--- src/rtl/banco_ram4_pkg.sv ---
// banco_ram4_pkg: shared constants and FSM state type for the four-word register bank
package banco_ram4_pkg;
  localparam int ENDERECO_W = 2;
  localparam int NUM_PALAVRAS = 4;
  typedef enum logic {
    ESTADO_OCIOSO = 1'b0,
    ESTADO_LIMPANDO = 1'b1
  } estado_t;
endpackage

--- src/rtl/banco_demux_we.sv ---
// banco_demux_we: 1-to-4 write-enable demux (en, sel -> one-hot we, all zero when en is low)
module banco_demux_we
  import banco_ram4_pkg::*;
(
  input  logic                    en,
  input  logic [ENDERECO_W-1:0]   sel,
  output logic [NUM_PALAVRAS-1:0] we
);
  always_comb we = en ? NUM_PALAVRAS'(1) << sel : '0;
endmodule

--- src/rtl/banco_ram4.sv ---
// banco_ram4: four-word register bank (write handshake, registered read port, clear sequencer)
module banco_ram4
  import banco_ram4_pkg::*;
#(
  parameter int               WIDTH       = 8,
  parameter logic [WIDTH-1:0] CLEAR_VALUE = '0
) (
  input  logic                  clock,
  input  logic                  reset_n,
  input  logic                  escrita_valida,
  output logic                  escrita_pronta,
  input  logic [ENDERECO_W-1:0] endereco_escrita,
  input  logic [WIDTH-1:0]      dado_escrita,
  input  logic                  leitura_en,
  input  logic [ENDERECO_W-1:0] endereco_leitura,
  output logic [WIDTH-1:0]      dado_lido,
  output logic                  dado_lido_valido,
  input  logic                  limpar,
  output logic                  ocupado
);
  estado_t                 estado, estado_nx;
  logic [ENDERECO_W-1:0]   cnt, cnt_nx, sel_we;
  logic [WIDTH-1:0]        palavra [NUM_PALAVRAS];
  logic [WIDTH-1:0]        dado_we;
  logic [NUM_PALAVRAS-1:0] we;
  logic                    limpando, en_we;
  assign limpando       = estado == ESTADO_LIMPANDO;
  assign ocupado        = limpando;
  assign escrita_pronta = !limpando && !limpar;
  assign en_we          = limpando || (escrita_valida && escrita_pronta);
  assign sel_we         = limpando ? cnt : endereco_escrita;
  assign dado_we        = limpando ? CLEAR_VALUE : dado_escrita;
  banco_demux_we u_demux (
    .en (en_we),
    .sel(sel_we),
    .we (we)
  );
  always_comb begin
    estado_nx = estado;
    cnt_nx    = cnt;
    if (limpando) begin
      cnt_nx    = cnt + 1'b1;
      estado_nx = cnt == '1 ? ESTADO_OCIOSO : ESTADO_LIMPANDO;
    end else if (limpar) begin
      cnt_nx    = '0;
      estado_nx = ESTADO_LIMPANDO;
    end
  end
  always_ff @(posedge clock or negedge reset_n) begin
    if (!reset_n) begin
      estado <= ESTADO_OCIOSO;
      cnt    <= '0;
    end else begin
      estado <= estado_nx;
      cnt    <= cnt_nx;
    end
  end
  always_ff @(posedge clock or negedge reset_n) begin
    if (!reset_n) begin
      for (int i = 0; i < NUM_PALAVRAS; i++) palavra[i] <= '0;
    end else begin
      for (int i = 0; i < NUM_PALAVRAS; i++) if (we[i]) palavra[i] <= dado_we;
    end
  end
  always_ff @(posedge clock or negedge reset_n) begin
    if (!reset_n) begin
      dado_lido        <= '0;
      dado_lido_valido <= 1'b0;
    end else begin
      dado_lido_valido <= leitura_en;
      if (leitura_en) dado_lido <= palavra[endereco_leitura];
    end
  end
endmodule

--- config.mk ---
export PLATFORM = sky130hd
export DESIGN_NAME = banco_ram4
export DESIGN_NICKNAME = d
export VERILOG_FILES = /design/src/rtl/banco_ram4_pkg.sv /design/src/rtl/banco_demux_we.sv /design/src/rtl/banco_ram4.sv
export SDC_FILE = /design/constraint.sdc
export NUM_CORES = 1
export LEC_CHECK = 0
export BUFFER_PORTS_ARGS = -buffer_cell sky130_fd_sc_hd__buf_2
export CORE_MARGIN = 1.5
export CORE_UTILIZATION = 45
export DETAILED_ROUTE_END_ITERATION = 8
export GPL_TIMING_DRIVEN = 0
export PLACE_DENSITY_LB_ADDON = 0.05
export SYNTH_ARGS = -nofsm -noshare
export SYNTH_HDL_FRONTEND = slang
export SYNTH_HIERARCHICAL = 1
export SYNTH_SLANG_ARGS = --single-unit
export TNS_END_PERCENT = 1
--- constraint.sdc ---
create_clock -name clock -period 4.9 [get_ports clock]
set_clock_uncertainty 0.05 [all_clocks]
set_input_delay 0.49 -clock clock [delete_from_list [all_inputs] [get_ports clock]]
set_output_delay 0.49 -clock clock [all_outputs]
set_load 0.02 [all_outputs]
==> metrics.md <==
| Metric | Value |
|---|---|
| Share of cells above drive strength 1 | `0.449` |
| Fmax | `462 MHz` |
| Final WS setup | `2740 ps` |
| Reg2Reg Depth | `5` |
| Synth Net Count | `160` |
| # hold bufs at CTS | `0` |
| Avg Vias per Cell | `5.36` |
| Post-route clock period utilization | `0.442` |
| Post-CTS Repair Setup Buffers | `0` |
| Crit path to | `palavra[9]` |
| Synth-to-layout area growth | `16.1%` |
| Synthesized cell area | `2000 um^2` |
| Final wirelength | `3820 um` |
| Violation count after the first detailed-routing iteration | `56` |
| Core Rows | `24` |
| TritonCTS clock tree | `built` |
| Slowest CP cell | `dfrtp_1` |
| Diode count | `0` |
| GRT Overall Usage | `0.173` |
| Area leader, netlist | `dfrtp_1` |
| WL per Instance | `16.7 um` |
| Crit path time final | `2160 ps` |
| Max-slew violations | `0` |
| HPWL Detailed | `2540 um` |
| Sequential Area | `1100 um^2` |
| Origin of the worst setup path | `ocupado` |
| Die Width | `69.7 um` |
| Clock buffer count from CTS | `5` |
| Critical-path maximum fanout | `10` |
| Die Area | `4850 um^2` |
| Crit path DAT | `2290 ps` |
| Critical path's top delay family | `multiplexers` |
| TNS Setup | `0 ps` |
| Port bufs | `26` |
| Worst hold path class | `input port to asynchronous set/reset pin` |
| TritonRoute pass-1 iters | `4` |
| Nets@finish | `193` |
| Total chip power | `1.39 mW` |
| Worst-Margin Slew | `974 ps` |
| Starting Density | `0.462` |
| Cell mode on critical path | `mux2_2` |
| Ys Warns | `6` |
| Residual DRC | `0` |
| Clock Pin Slew Worst Setup and Hold Paths | `80 ps` |
| Crit start category | `flip-flop` |
| Register area share after synthesis | `0.551` |
| Total gr overflow | `0` |
| Filler cells | `390` |
| Slew headroom | `0.351` |
| Peak supply drop | `0.369 mV` |
| H-tree Lvls | `2` |
| Most frequent cells in the layout | `dfrtp_1 (44), mux2_2 (34), buf_2 (30)` |
| Finished Layout Cells | `228` |
| EDFF count, synth | `0` |
| R2r endpoint | `palavra[9]` |
| Initial antenna violation count | `0` |
| Post-synth top area share | `0.551` |
| First-pass GRT wire length | `6290 um` |
| Most common cell after layout, fill and taps aside | `dfrtp_1` |
| Ys flop type | `dfrtp_1` |
| Largest stage delay on the critical path | `520 ps` |
| CTS sink cnt | `44` |
| Avg Cell Area, Syn | `14.1 um^2` |
| Routability cong. | `0.731` |
| Area occupied by multi-input gates | `832 um^2` |
| Total leakage power | `1.18 nW` |
| Vias | `1223` |
| Power per cell area | `600 nW/um^2` |
| Reg2Reg Setup Slack | `2740 ps` |
| Clock Latency Late Sink | `290 ps` |
| Remaining antenna violation count | `0` |
| Hold Fails Final Rpt | `0` |
| Worst Path Buf+Inv | `2` |
| Critical path depth in cells | `5` |
| Top post-synthesis cells by area | `dfrtp_1 (55%), mux2_2 (19%), mux2i_1 (8.5%), o221ai_1 (3.5%), nand2b_1 (3.4%)` |
| IO Pins | `28` |
| Post-Place Cells | `220` |
| Syn Inst Count | `142` |
| Post-synth cell types | `23` |
| Largest net degree at the start of global routing | `45` |
| Max-Cap Viols | `0` |
| CP Cell Sequence | `buf_4 > mux2_2 > and3b_1 > buf_2 > mux2_2` |
| Critical path class | `flip-flop to flip-flop` |
| RR Startpoint | `ocupado` |
| Die H | `69.7 um` |
| Setup crit end kind | `flip-flop` |
| Status | `finished, final reports clean` |
| Seq cells post-synth | `44` |
| RSZ-0062 raised after global routing | `no` |
| # setup viols final | `0` |
| # resized after CTS | `0` |
| Root buffer cell | `clkbuf_8` |
| Req. time, crit path | `5030 ps` |
| Placeable Area | `4320 um^2` |
| Async set or reset register ratio after synthesis | `1.00` |
| Number of global-route vias before repair | `1281` |
| Clk buf depth | `2` |
| Setup slack after placement | `2720 ps` |
[metrics by stage]
step                      hold slack [ps]  area (um^2)  utilization
after floorplan                       144         2000            -
after global placement                424         2190        0.508
after detailed placement              425         2190        0.508
after CTS                             327         2320        0.537
after global routing                  354         2320        0.537
final                                 291         2320        0.537
[registers in the layout (all words and copies together) (netlist names)]
name	cells
palavra	32
ocupado	1
dado_lido_valido	1
cnt	2
dado_lido	8
[worst min-delay path by stage]
| stage | startpoint | endpoint | slack, ps | depth (start not counted) |
|---|---|---|---|---|
| CTS | reset_n | palavra[14] | 330 | 1 |
| global route | reset_n | palavra[14] | 350 | 1 |
| global placement | dado_lido[4] | dado_lido[4] | 420 | 2 |
| floorplan | reset_n | cnt[0] | 140 | 0 |
| detailed placement | dado_lido[4] | dado_lido[4] | 420 | 2 |
| finish | reset_n | palavra[14] | 290 | 1 |
[cell usage after synthesis, types with 2 or more instances]
cell type,n
and3b_1,2
buf_2,4
nor2b_2,2
and2b_1,5
nand2_1,2
nand2b_1,11
mux2_2,34
dfrtp_1,44
mux2i_1,17
o221ai_1,8
[report_power, final]
part           internal (mW)  switching, mW
clock network          0.180          0.119
logic                  0.263          0.238
registers              0.514         0.0800
[logic make-up (layout without fill, tap and decap cells)]
family          count (synthesis)  in the layout  synth area share
compound gates                 11             11            0.0438
fa+ha+maj                       1              1           0.00626
buf+inv                         9             43            0.0332
flops                          44             44             0.551
mux                            51             51             0.277
simple gates                   26             26            0.0895
[layout make-up]
cell class / count / area share
Sequential cell: 44 / 0.474
Multi-Input combinational cell: 89 / 0.358
Timing Repair Buffer: 26 / 0.0561
Clock buffer: 7 / 0.0415
Tap cell: 52 / 0.0280
Buffer: 8 / 0.0270
Clock inverter: 1 / 0.0129
Inverter: 1 / 0.00162
[routing by layer]
layer  share of wire  vias to the layer above  global-route usage
met3           0.030                        9              0.0349
met1            0.48                      613               0.224
met5               0                        -                   0
met4           0.025                        0              0.0876
li1                -                      574                   -
met2            0.46                       27               0.276
No activity file was read; power rests on OpenSTA's default activity.
